File: src/rtl/id_ex_stage_pkg.sv
// Shared constants and control bundle for the ID/EX stage.
// ALU function codes, bubble control word and the hard-wired zero register.
package id_ex_stage_pkg;

    localparam int DW_DEF   = 32;
    localparam int RW_DEF   = 5;
    localparam int REG_ZERO = 0;

    localparam logic [5:0] ALUFUN_ADD = 6'b000000;
    localparam logic [5:0] ALUFUN_SUB = 6'b000001;
    localparam logic [5:0] ALUFUN_AND = 6'b011000;
    localparam logic [5:0] ALUFUN_OR  = 6'b011110;
    localparam logic [5:0] ALUFUN_XOR = 6'b010110;
    localparam logic [5:0] ALUFUN_NOR = 6'b010001;
    localparam logic [5:0] ALUFUN_SLL = 6'b100000;
    localparam logic [5:0] ALUFUN_SRL = 6'b100001;
    localparam logic [5:0] ALUFUN_SRA = 6'b100011;

    typedef struct packed {
        logic       reg_write;
        logic       mem_read;
        logic       mem_write;
        logic       mem_to_reg;
        logic [5:0] alu_fun;
        logic       sign;
        logic       src1;
        logic       src2;
    } ex_ctrl_t;

    localparam ex_ctrl_t BUBBLE = '0;

endpackage

File: src/rtl/id_ex_stage_if.sv
// Bundle between decode, the forwarding sources and the EX-stage operand logic.
// master drives ID fields and forwarding inputs; slave is the ID/EX stage.
interface id_ex_stage_if #(
    parameter int DW = 32,
    parameter int RW = 5
);
    logic          id_valid;
    logic [RW-1:0] id_rs;
    logic [RW-1:0] id_rt;
    logic [DW-1:0] id_rs_data;
    logic [DW-1:0] id_rt_data;
    logic          id_rt_used;
    logic [RW-1:0] id_rd;
    logic          id_reg_write;
    logic          id_mem_read;
    logic          id_mem_write;
    logic          id_mem_to_reg;
    logic [5:0]    id_alu_fun;
    logic          id_sign;
    logic          id_alu_src1;
    logic          id_alu_src2;
    logic [4:0]    id_shamt;
    logic [DW-1:0] id_imm;
    logic [DW-1:0] id_pc_plus4;

    logic          mem_reg_write;
    logic [RW-1:0] mem_rd;
    logic [DW-1:0] mem_result;
    logic          wb_reg_write;
    logic [RW-1:0] wb_rd;
    logic [DW-1:0] wb_result;

    logic          hold;
    logic          flush;

    logic [DW-1:0] alu_a;
    logic [DW-1:0] alu_b;
    logic [5:0]    alu_fun;
    logic          alu_sign;
    logic [DW-1:0] ex_store_data;
    logic          ex_valid;
    logic [RW-1:0] ex_rd;
    logic          ex_reg_write;
    logic          ex_mem_read;
    logic          ex_mem_write;
    logic          ex_mem_to_reg;
    logic [DW-1:0] ex_pc_plus4;
    logic          load_use_stall;

    modport master (
        output id_valid, id_rs, id_rt, id_rs_data, id_rt_data,
        output id_rt_used, id_rd, id_reg_write, id_mem_read,
        output id_mem_write, id_mem_to_reg, id_alu_fun, id_sign,
        output id_alu_src1, id_alu_src2, id_shamt, id_imm,
        output id_pc_plus4,
        output mem_reg_write, mem_rd, mem_result,
        output wb_reg_write, wb_rd, wb_result,
        output hold, flush,
        input  alu_a, alu_b, alu_fun, alu_sign, ex_store_data,
        input  ex_valid, ex_rd, ex_reg_write, ex_mem_read,
        input  ex_mem_write, ex_mem_to_reg, ex_pc_plus4,
        input  load_use_stall
    );

    modport slave (
        input  id_valid, id_rs, id_rt, id_rs_data, id_rt_data,
        input  id_rt_used, id_rd, id_reg_write, id_mem_read,
        input  id_mem_write, id_mem_to_reg, id_alu_fun, id_sign,
        input  id_alu_src1, id_alu_src2, id_shamt, id_imm,
        input  id_pc_plus4,
        input  mem_reg_write, mem_rd, mem_result,
        input  wb_reg_write, wb_rd, wb_result,
        input  hold, flush,
        output alu_a, alu_b, alu_fun, alu_sign, ex_store_data,
        output ex_valid, ex_rd, ex_reg_write, ex_mem_read,
        output ex_mem_write, ex_mem_to_reg, ex_pc_plus4,
        output load_use_stall
    );

endinterface

File: src/rtl/id_ex_stage_operand_fwd.sv
// Resolves one EX operand from EX/MEM, MEM/WB or the latched register value.
// The younger producer (EX/MEM) wins; register zero is never forwarded.
module operand_fwd
    import id_ex_stage_pkg::*;
#(
    parameter int DW = 32,
    parameter int RW = 5
) (
    input  logic [RW-1:0] idx_i,
    input  logic [DW-1:0] data_i,
    input  logic          mem_reg_write_i,
    input  logic [RW-1:0] mem_rd_i,
    input  logic [DW-1:0] mem_result_i,
    input  logic          wb_reg_write_i,
    input  logic [RW-1:0] wb_rd_i,
    input  logic [DW-1:0] wb_result_i,
    output logic [DW-1:0] data_o
);

    logic hit_mem;
    logic hit_wb;

    assign hit_mem = mem_reg_write_i
                   & (mem_rd_i != RW'(REG_ZERO))
                   & (mem_rd_i == idx_i);
    assign hit_wb  = wb_reg_write_i
                   & (wb_rd_i != RW'(REG_ZERO))
                   & (wb_rd_i == idx_i);

    always_comb begin
        data_o = data_i;
        if (hit_mem) begin
            data_o = mem_result_i;
        end else if (hit_wb) begin
            data_o = wb_result_i;
        end
    end

endmodule

File: src/rtl/id_ex_stage.sv
// ID/EX pipeline register with EX-side forwarding, operand select
// and load-use hazard detection.
module id_ex_stage
    import id_ex_stage_pkg::*;
#(
    parameter int DW = DW_DEF,
    parameter int RW = RW_DEF
) (
    input logic         clk,
    input logic         reset,
    id_ex_stage_if.slave bus
);

    logic          valid_q, valid_d;
    logic [RW-1:0] rs_q, rs_d;
    logic [RW-1:0] rt_q, rt_d;
    logic [RW-1:0] rd_q, rd_d;
    logic [DW-1:0] rs_data_q, rs_data_d;
    logic [DW-1:0] rt_data_q, rt_data_d;
    logic [DW-1:0] imm_q, imm_d;
    logic [DW-1:0] pc4_q, pc4_d;
    logic [4:0]    shamt_q, shamt_d;
    ex_ctrl_t      ctrl_q, ctrl_d;
    ex_ctrl_t      id_ctrl;

    logic [DW-1:0] fwd_rs;
    logic [DW-1:0] fwd_rt;
    logic          stall;
    logic          take_bubble;
    logic          take_id;

    operand_fwd #(.DW(DW), .RW(RW)) u_fwd_rs (
        .idx_i           (rs_q),
        .data_i          (rs_data_q),
        .mem_reg_write_i (bus.mem_reg_write),
        .mem_rd_i        (bus.mem_rd),
        .mem_result_i    (bus.mem_result),
        .wb_reg_write_i  (bus.wb_reg_write),
        .wb_rd_i         (bus.wb_rd),
        .wb_result_i     (bus.wb_result),
        .data_o          (fwd_rs)
    );

    operand_fwd #(.DW(DW), .RW(RW)) u_fwd_rt (
        .idx_i           (rt_q),
        .data_i          (rt_data_q),
        .mem_reg_write_i (bus.mem_reg_write),
        .mem_rd_i        (bus.mem_rd),
        .mem_result_i    (bus.mem_result),
        .wb_reg_write_i  (bus.wb_reg_write),
        .wb_rd_i         (bus.wb_rd),
        .wb_result_i     (bus.wb_result),
        .data_o          (fwd_rt)
    );

    assign stall = valid_q & ctrl_q.mem_read
                 & (rd_q != RW'(REG_ZERO))
                 & bus.id_valid
                 & ((rd_q == bus.id_rs)
                   | (bus.id_rt_used & (rd_q == bus.id_rt)))
                 & ~bus.hold & ~bus.flush;

    assign id_ctrl.reg_write  = bus.id_reg_write;
    assign id_ctrl.mem_read   = bus.id_mem_read;
    assign id_ctrl.mem_write  = bus.id_mem_write;
    assign id_ctrl.mem_to_reg = bus.id_mem_to_reg;
    assign id_ctrl.alu_fun    = bus.id_alu_fun;
    assign id_ctrl.sign       = bus.id_sign;
    assign id_ctrl.src1       = bus.id_alu_src1;
    assign id_ctrl.src2       = bus.id_alu_src2;

    // An empty ID slot enters EX as a bubble as well.
    assign take_bubble = bus.flush
                       | (~bus.hold & (stall | ~bus.id_valid));
    assign take_id     = ~bus.flush & ~bus.hold
                       & ~stall & bus.id_valid;

    always_comb begin
        valid_d   = valid_q;
        rs_d      = rs_q;
        rt_d      = rt_q;
        rd_d      = rd_q;
        imm_d     = imm_q;
        pc4_d     = pc4_q;
        shamt_d   = shamt_q;
        ctrl_d    = ctrl_q;
        // Held operands track forwarding so a retiring producer is not lost.
        rs_data_d = fwd_rs;
        rt_data_d = fwd_rt;
        if (take_bubble) begin
            valid_d   = 1'b0;
            rs_d      = '0;
            rt_d      = '0;
            rd_d      = '0;
            imm_d     = '0;
            pc4_d     = '0;
            shamt_d   = '0;
            ctrl_d    = BUBBLE;
            rs_data_d = '0;
            rt_data_d = '0;
        end else if (take_id) begin
            valid_d   = 1'b1;
            rs_d      = bus.id_rs;
            rt_d      = bus.id_rt;
            rd_d      = bus.id_rd;
            imm_d     = bus.id_imm;
            pc4_d     = bus.id_pc_plus4;
            shamt_d   = bus.id_shamt;
            ctrl_d    = id_ctrl;
            rs_data_d = bus.id_rs_data;
            rt_data_d = bus.id_rt_data;
        end
    end

    always_ff @(posedge clk) begin
        if (reset) begin
            valid_q   <= 1'b0;
            rs_q      <= '0;
            rt_q      <= '0;
            rd_q      <= '0;
            imm_q     <= '0;
            pc4_q     <= '0;
            shamt_q   <= '0;
            ctrl_q    <= BUBBLE;
            rs_data_q <= '0;
            rt_data_q <= '0;
        end else begin
            valid_q   <= valid_d;
            rs_q      <= rs_d;
            rt_q      <= rt_d;
            rd_q      <= rd_d;
            imm_q     <= imm_d;
            pc4_q     <= pc4_d;
            shamt_q   <= shamt_d;
            ctrl_q    <= ctrl_d;
            rs_data_q <= rs_data_d;
            rt_data_q <= rt_data_d;
        end
    end

    assign bus.alu_a = ctrl_q.src1
                     ? {{(DW-5){1'b0}}, shamt_q}
                     : fwd_rs;
    assign bus.alu_b = ctrl_q.src2 ? imm_q : fwd_rt;

    assign bus.alu_fun        = ctrl_q.alu_fun;
    assign bus.alu_sign       = ctrl_q.sign;
    assign bus.ex_store_data  = fwd_rt;
    assign bus.ex_valid       = valid_q;
    assign bus.ex_rd          = rd_q;
    assign bus.ex_reg_write   = ctrl_q.reg_write;
    assign bus.ex_mem_read    = ctrl_q.mem_read;
    assign bus.ex_mem_write   = ctrl_q.mem_write;
    assign bus.ex_mem_to_reg  = ctrl_q.mem_to_reg;
    assign bus.ex_pc_plus4    = pc4_q;
    assign bus.load_use_stall = stall;

endmodule

File: src/flat_wrapper.sv
// flat-port wrapper written by rule: the top's interface ports become plain ports
module id_ex_stage_flat import id_ex_stage_pkg::*;
#(
    parameter int DW = DW_DEF,
    parameter int RW = RW_DEF
)
  (clk, reset, bus_id_valid, bus_id_rs, bus_id_rt, bus_id_rs_data, bus_id_rt_data, bus_id_rt_used, bus_id_rd, bus_id_reg_write, bus_id_mem_read, bus_id_mem_write, bus_id_mem_to_reg, bus_id_alu_fun, bus_id_sign, bus_id_alu_src1, bus_id_alu_src2, bus_id_shamt, bus_id_imm, bus_id_pc_plus4, bus_mem_reg_write, bus_mem_rd, bus_mem_result, bus_wb_reg_write, bus_wb_rd, bus_wb_result, bus_hold, bus_flush, bus_alu_a, bus_alu_b, bus_alu_fun, bus_alu_sign, bus_ex_store_data, bus_ex_valid, bus_ex_rd, bus_ex_reg_write, bus_ex_mem_read, bus_ex_mem_write, bus_ex_mem_to_reg, bus_ex_pc_plus4, bus_load_use_stall);
  id_ex_stage_if #(.DW(DW), .RW(RW)) bus_i ();
  input logic clk;
  input logic reset;
  input wire logic [$bits(bus_i.id_valid)-1:0] bus_id_valid;
  input wire logic [$bits(bus_i.id_rs)-1:0] bus_id_rs;
  input wire logic [$bits(bus_i.id_rt)-1:0] bus_id_rt;
  input wire logic [$bits(bus_i.id_rs_data)-1:0] bus_id_rs_data;
  input wire logic [$bits(bus_i.id_rt_data)-1:0] bus_id_rt_data;
  input wire logic [$bits(bus_i.id_rt_used)-1:0] bus_id_rt_used;
  input wire logic [$bits(bus_i.id_rd)-1:0] bus_id_rd;
  input wire logic [$bits(bus_i.id_reg_write)-1:0] bus_id_reg_write;
  input wire logic [$bits(bus_i.id_mem_read)-1:0] bus_id_mem_read;
  input wire logic [$bits(bus_i.id_mem_write)-1:0] bus_id_mem_write;
  input wire logic [$bits(bus_i.id_mem_to_reg)-1:0] bus_id_mem_to_reg;
  input wire logic [$bits(bus_i.id_alu_fun)-1:0] bus_id_alu_fun;
  input wire logic [$bits(bus_i.id_sign)-1:0] bus_id_sign;
  input wire logic [$bits(bus_i.id_alu_src1)-1:0] bus_id_alu_src1;
  input wire logic [$bits(bus_i.id_alu_src2)-1:0] bus_id_alu_src2;
  input wire logic [$bits(bus_i.id_shamt)-1:0] bus_id_shamt;
  input wire logic [$bits(bus_i.id_imm)-1:0] bus_id_imm;
  input wire logic [$bits(bus_i.id_pc_plus4)-1:0] bus_id_pc_plus4;
  input wire logic [$bits(bus_i.mem_reg_write)-1:0] bus_mem_reg_write;
  input wire logic [$bits(bus_i.mem_rd)-1:0] bus_mem_rd;
  input wire logic [$bits(bus_i.mem_result)-1:0] bus_mem_result;
  input wire logic [$bits(bus_i.wb_reg_write)-1:0] bus_wb_reg_write;
  input wire logic [$bits(bus_i.wb_rd)-1:0] bus_wb_rd;
  input wire logic [$bits(bus_i.wb_result)-1:0] bus_wb_result;
  input wire logic [$bits(bus_i.hold)-1:0] bus_hold;
  input wire logic [$bits(bus_i.flush)-1:0] bus_flush;
  output wire logic [$bits(bus_i.alu_a)-1:0] bus_alu_a;
  output wire logic [$bits(bus_i.alu_b)-1:0] bus_alu_b;
  output wire logic [$bits(bus_i.alu_fun)-1:0] bus_alu_fun;
  output wire logic [$bits(bus_i.alu_sign)-1:0] bus_alu_sign;
  output wire logic [$bits(bus_i.ex_store_data)-1:0] bus_ex_store_data;
  output wire logic [$bits(bus_i.ex_valid)-1:0] bus_ex_valid;
  output wire logic [$bits(bus_i.ex_rd)-1:0] bus_ex_rd;
  output wire logic [$bits(bus_i.ex_reg_write)-1:0] bus_ex_reg_write;
  output wire logic [$bits(bus_i.ex_mem_read)-1:0] bus_ex_mem_read;
  output wire logic [$bits(bus_i.ex_mem_write)-1:0] bus_ex_mem_write;
  output wire logic [$bits(bus_i.ex_mem_to_reg)-1:0] bus_ex_mem_to_reg;
  output wire logic [$bits(bus_i.ex_pc_plus4)-1:0] bus_ex_pc_plus4;
  output wire logic [$bits(bus_i.load_use_stall)-1:0] bus_load_use_stall;
  assign bus_i.id_valid = bus_id_valid;
  assign bus_i.id_rs = bus_id_rs;
  assign bus_i.id_rt = bus_id_rt;
  assign bus_i.id_rs_data = bus_id_rs_data;
  assign bus_i.id_rt_data = bus_id_rt_data;
  assign bus_i.id_rt_used = bus_id_rt_used;
  assign bus_i.id_rd = bus_id_rd;
  assign bus_i.id_reg_write = bus_id_reg_write;
  assign bus_i.id_mem_read = bus_id_mem_read;
  assign bus_i.id_mem_write = bus_id_mem_write;
  assign bus_i.id_mem_to_reg = bus_id_mem_to_reg;
  assign bus_i.id_alu_fun = bus_id_alu_fun;
  assign bus_i.id_sign = bus_id_sign;
  assign bus_i.id_alu_src1 = bus_id_alu_src1;
  assign bus_i.id_alu_src2 = bus_id_alu_src2;
  assign bus_i.id_shamt = bus_id_shamt;
  assign bus_i.id_imm = bus_id_imm;
  assign bus_i.id_pc_plus4 = bus_id_pc_plus4;
  assign bus_i.mem_reg_write = bus_mem_reg_write;
  assign bus_i.mem_rd = bus_mem_rd;
  assign bus_i.mem_result = bus_mem_result;
  assign bus_i.wb_reg_write = bus_wb_reg_write;
  assign bus_i.wb_rd = bus_wb_rd;
  assign bus_i.wb_result = bus_wb_result;
  assign bus_i.hold = bus_hold;
  assign bus_i.flush = bus_flush;
  assign bus_alu_a = bus_i.alu_a;
  assign bus_alu_b = bus_i.alu_b;
  assign bus_alu_fun = bus_i.alu_fun;
  assign bus_alu_sign = bus_i.alu_sign;
  assign bus_ex_store_data = bus_i.ex_store_data;
  assign bus_ex_valid = bus_i.ex_valid;
  assign bus_ex_rd = bus_i.ex_rd;
  assign bus_ex_reg_write = bus_i.ex_reg_write;
  assign bus_ex_mem_read = bus_i.ex_mem_read;
  assign bus_ex_mem_write = bus_i.ex_mem_write;
  assign bus_ex_mem_to_reg = bus_i.ex_mem_to_reg;
  assign bus_ex_pc_plus4 = bus_i.ex_pc_plus4;
  assign bus_load_use_stall = bus_i.load_use_stall;
  id_ex_stage #(.DW(DW), .RW(RW)) u_core (.clk(clk), .reset(reset), .bus(bus_i));
endmodule
File: config.mk
export PLATFORM = sky130hd
export DESIGN_NAME = id_ex_stage_flat
export DESIGN_NICKNAME = d
export VERILOG_FILES = /design/src/rtl/id_ex_stage_pkg.sv /design/src/rtl/id_ex_stage_if.sv /design/src/rtl/id_ex_stage_operand_fwd.sv /design/src/rtl/id_ex_stage.sv /design/src/flat_wrapper.sv
export SDC_FILE = /design/constraint.sdc
export NUM_CORES = 1
export LEC_CHECK = 0
export CORE_MARGIN = 2
export CORE_UTILIZATION = 38
export CTS_CLUSTER_DIAMETER = 60
export DETAILED_ROUTE_END_ITERATION = 10
export PLACE_DENSITY = 0.78
export SLEW_MARGIN = 20
export SYNTH_ARGS = -nofsm -noshare
export SYNTH_HDL_FRONTEND = slang
export SYNTH_SLANG_ARGS = --single-unit
File: constraint.sdc
create_clock -name clk -period 1.9 [get_ports clk]
set_clock_uncertainty 0.1 [all_clocks]
set_input_delay 0.19 -clock clk [delete_from_list [all_inputs] [get_ports clk]]
set_output_delay 0.19 -clock clk [all_outputs]
set_load 0.01 [all_outputs]
==> results_dict.tcl <==
set metrics [dict create \
    outcome "complete, but fails checks" \
    violations "negative setup slack" \
    worstMarginPinSlew_ns 0.405 \
    ir_drop_mv 0.661 \
    die_w_um 153 \
    final_layout_size_suffix_gt1_share_pct 45.3 \
    rsz0062_at_grt "yes" \
    synth_top_area_share_pct 38.4 \
    rr_worst_depth 9 \
    die_y_um 153 \
    power.switching_w 0.00276 \
    drc 0 \
    clk_latency_ns 0.44 \
    synthDistinctLibCells 34 \
    cts.sink_count 162 \
    antenna_found_initial 4 \
    crit_top_cell "buf_4" \
    fin_crit_ns 3.01 \
    combPwrFrac_pct 24.5 \
    syn_inst 975 \
    cp_num_cells 10 \
    synth_area_per_cell_sq_um 8.66 \
    cp_top_family "buffers and inverters" \
    hpwl_um 26600 \
    synth_nets 1218 \
    synth-async-reset-ratio_pct 0 \
    ys_ff_latch 162 \
    synthTopCellsByCount "nor2_1, dfxtp_1, mux2i_1" \
    powerDensity_nw_per_um2 496 \
    postLayoutCoreUtil_pct 85.5 \
    vias 11100 \
    cp_slowest_cell "dfxtp_2" \
    first_iter_violations 812 \
    relSlewSlack_pct 72.8 \
    dieArea_sq_um 23400 \
    root_buffer "clkbuf_16" \
    gp_congestion 0.849 \
    crit_fanout 11 \
    via_per_inst 5.91 \
    drt-total-wl_um 48300 \
    cts_tree "done" \
    endpoint_kind "output pin" \
    drv_cap 0 \
    fp-row-count 54 \
    cpPeakStageDelay_ns 0.34 \
    cts-buffers-inserted 17 \
    worst_slack_ns -1.11 \
    path_clk_slew_ns 0.08 \
    coreArea_sq_um 21800 \
    ant_nets 0 \
    slew_viol_final 0 \
    drt_first_pass_iters 6 \
    critPathLaunchType "register" \
    cts_max_level 4 \
    syn_area_sq_um 8440 \
    wl_per_cell_um 25.6 \
    criticalPathCategory "reg2out" \
    grt_pass1_wl_um 61200 \
    portBuffers 388 \
    grt_max_degree 27 \
    setup_viol 259 \
    cp_cell_sequence "buf_4 > xnor2_1 > nand4_1 > buf_4 > buf_4 > nor3_1 > a31oi_2 > buf_4 > mux2_2 > buf_6" \
    synth_top_area_cell "dfxtp_1" \
    ctsHoldBuffers 0 \
    initial_utilization_pct 38.7 \
    cp.required_ns 1.61 \
    ys_top_cells_by_area "dfxtp_1, mux2i_1, nor2_1, nand2_1, mux2_2" \
    p_clk_share_pct 38.0 \
    internal_power_w 0.00650 \
    num_io_pins 389 \
    hold_viol 0 \
    max_freq_mhz 333 \
    grt_usage_pct 33.1 \
    power.leakage_nw 6.90 \
    finalPower_w 0.00926 \
    cts_buffer_depth 2 \
    swShare_pct 29.8 \
    path_buf_inv 5 \
    ys.flop_type "dfxtp_1" \
    nNetsFinal 1828 \
    period_share_pct 158 \
    pwr-share-seq_pct 37.5 \
    hold_path.class "in2reg" \
    yosys_warnings 0 \
    synth_edf_count 0 \
    seq_area_frac_synth_pct 38.4 \
    globalRouteOverflowTotal 0 \
    grt_pass1_vias 11300 \
    post-synth-top-count-cell "nor2_1" \
    holdPathStages 3 \
    syn_to_final_growth_pct 121 \
    crit_arrival_ns 2.72 \
]
## placed cells by master (no fill, tap or decap), types with 5 or more instances in the layout
master / synthesis / final
nand2_4: 0 / 26
xnor2_2: 0 / 15
nor2_1: 167 / 140
a21oi_1: 32 / 20
buf_12: 0 / 53
buf_4: 18 / 150
xor2_1: 7 / 5
dfxtp_1: 162 / 147
a31oi_4: 0 / 17
mux2_2: 32 / 14
a311oi_4: 0 / 29
a31oi_2: 0 / 13
buf_6: 3 / 99
nand2_1: 101 / 59
xnor2_1: 23 / 8
mux2i_1: 129 / 117
a21o_1: 5 / 5
nor2_4: 0 / 13
inv_6: 0 / 6
dlygate4sd2_1: 0 / 6
nor2_2: 0 / 14
clkbuf_2: 0 / 12
buf_16: 0 / 12
clkbuf_16: 0 / 38
a311o_1: 32 / 32
nand4_1: 34 / 34
o31ai_4: 0 / 29
nand2_2: 0 / 16
buf_8: 0 / 12
mux2i_2: 0 / 10
nor3_1: 35 / 11
clkdlybuf4s50_1: 0 / 283
buf_2: 29 / 36
a21oi_2: 1 / 12
mux2_4: 0 / 18
dfxtp_2: 0 / 14
nor3_2: 0 / 20
## power groups by stage
| stage | clock [W] | sequential, W | combinational, W |
|---|---|---|---|
| floorplan | 0 | 0.00354 | 0.000638 |
| global placement | 0 | 0.00354 | 0.00171 |
| detailed placement | 0 | 0.00354 | 0.00172 |
| CTS | 0.00351 | 0.00346 | 0.00193 |
| global route | 0.00366 | 0.00347 | 0.00233 |
| finish | 0.00352 | 0.00347 | 0.00227 |
## final timing paths
check                                    startpoint              endpoint  slack [ns]
worst max register to register  u_core.bus.ex_rd[1]      u_core.imm_q[16]       -0.55
worst max-delay path                 u_core.rt_q[2]         bus_alu_b[26]       -1.11
worst min-delay path             bus_id_rs_data[28]  u_core.rs_data_q[28]        0.20
worst min register to register     u_core.imm_q[23]      u_core.imm_q[23]        0.40
## worst reg2reg max path: stages (launching register included)
cell	delay, ns
dfxtp_2	0.33
or4_4	0.54
nor2_4	0.15
nor3_4	0.06
a21oi_4	0.25
buf_12	0.17
buf_16	0.19
buf_16	0.18
mux2i_1	0.26
nor2_1	0.09
## metal layers
| metal | routed length [um] | share of wire (%) | vias to the layer above | GRT usage (%) |
|---|---|---|---|---|
| met4 | 3130 | 6.5 | 0 | 16.6 |
| li1 | - | - | 4775 | - |
| met3 | 4130 | 8.6 | 244 | 8.25 |
| met5 | 0 | 0 | - | 0 |
| met1 | 16800 | 35 | 5319 | 35.7 |
| met2 | 24200 | 50 | 778 | 60.1 |
## cell type report
cell class	instances	area [sq um]
clock inverter	15	159
clock buffer	17	425
antenna	4	10.0
sequential	162	3260
multi-input combinational	714	6870
fill	1039	3170
timing repair buffer	690	7570
tap	280	350
## repair_timing
item                       CTS  global route
resized for setup          543           226
buffers inserted            51            36
pin swaps                   54            83
setup endpoints to repair  259           259
cloned                      12            26
## cell families (layout without fill, tap and decap cells)
kind of cell | count (synthesis) | in the layout | synth area share, %
simple gates | 349 | 350 | 17.5
buf+inv | 100 | 722 | 5.94
other cells | 0 | 4 | 0
mux | 161 | 161 | 19.6
flops | 162 | 162 | 38.4
compound gates | 173 | 173 | 15.5
xor+xnor | 30 | 30 | 3.11
## metrics by stage
step                      hold WS (ns)  instance area [sq um]  cells  setup TNS (ns)  setup WS, ns
after CTS                        0.182                  17100   1827         -126.42        -0.945
final                            0.197                  18700   1882         -148.06         -1.11
after global placement           0.367                  15100   1732         -194.72         -1.34
after global routing             0.210                  18700   1882         -164.51         -1.14
after detailed placement         0.384                  15100   1732         -204.57         -1.47
after floorplan                  0.226                   9710    975          -36.72        -0.266
Power figures use the tool's default switching activity.
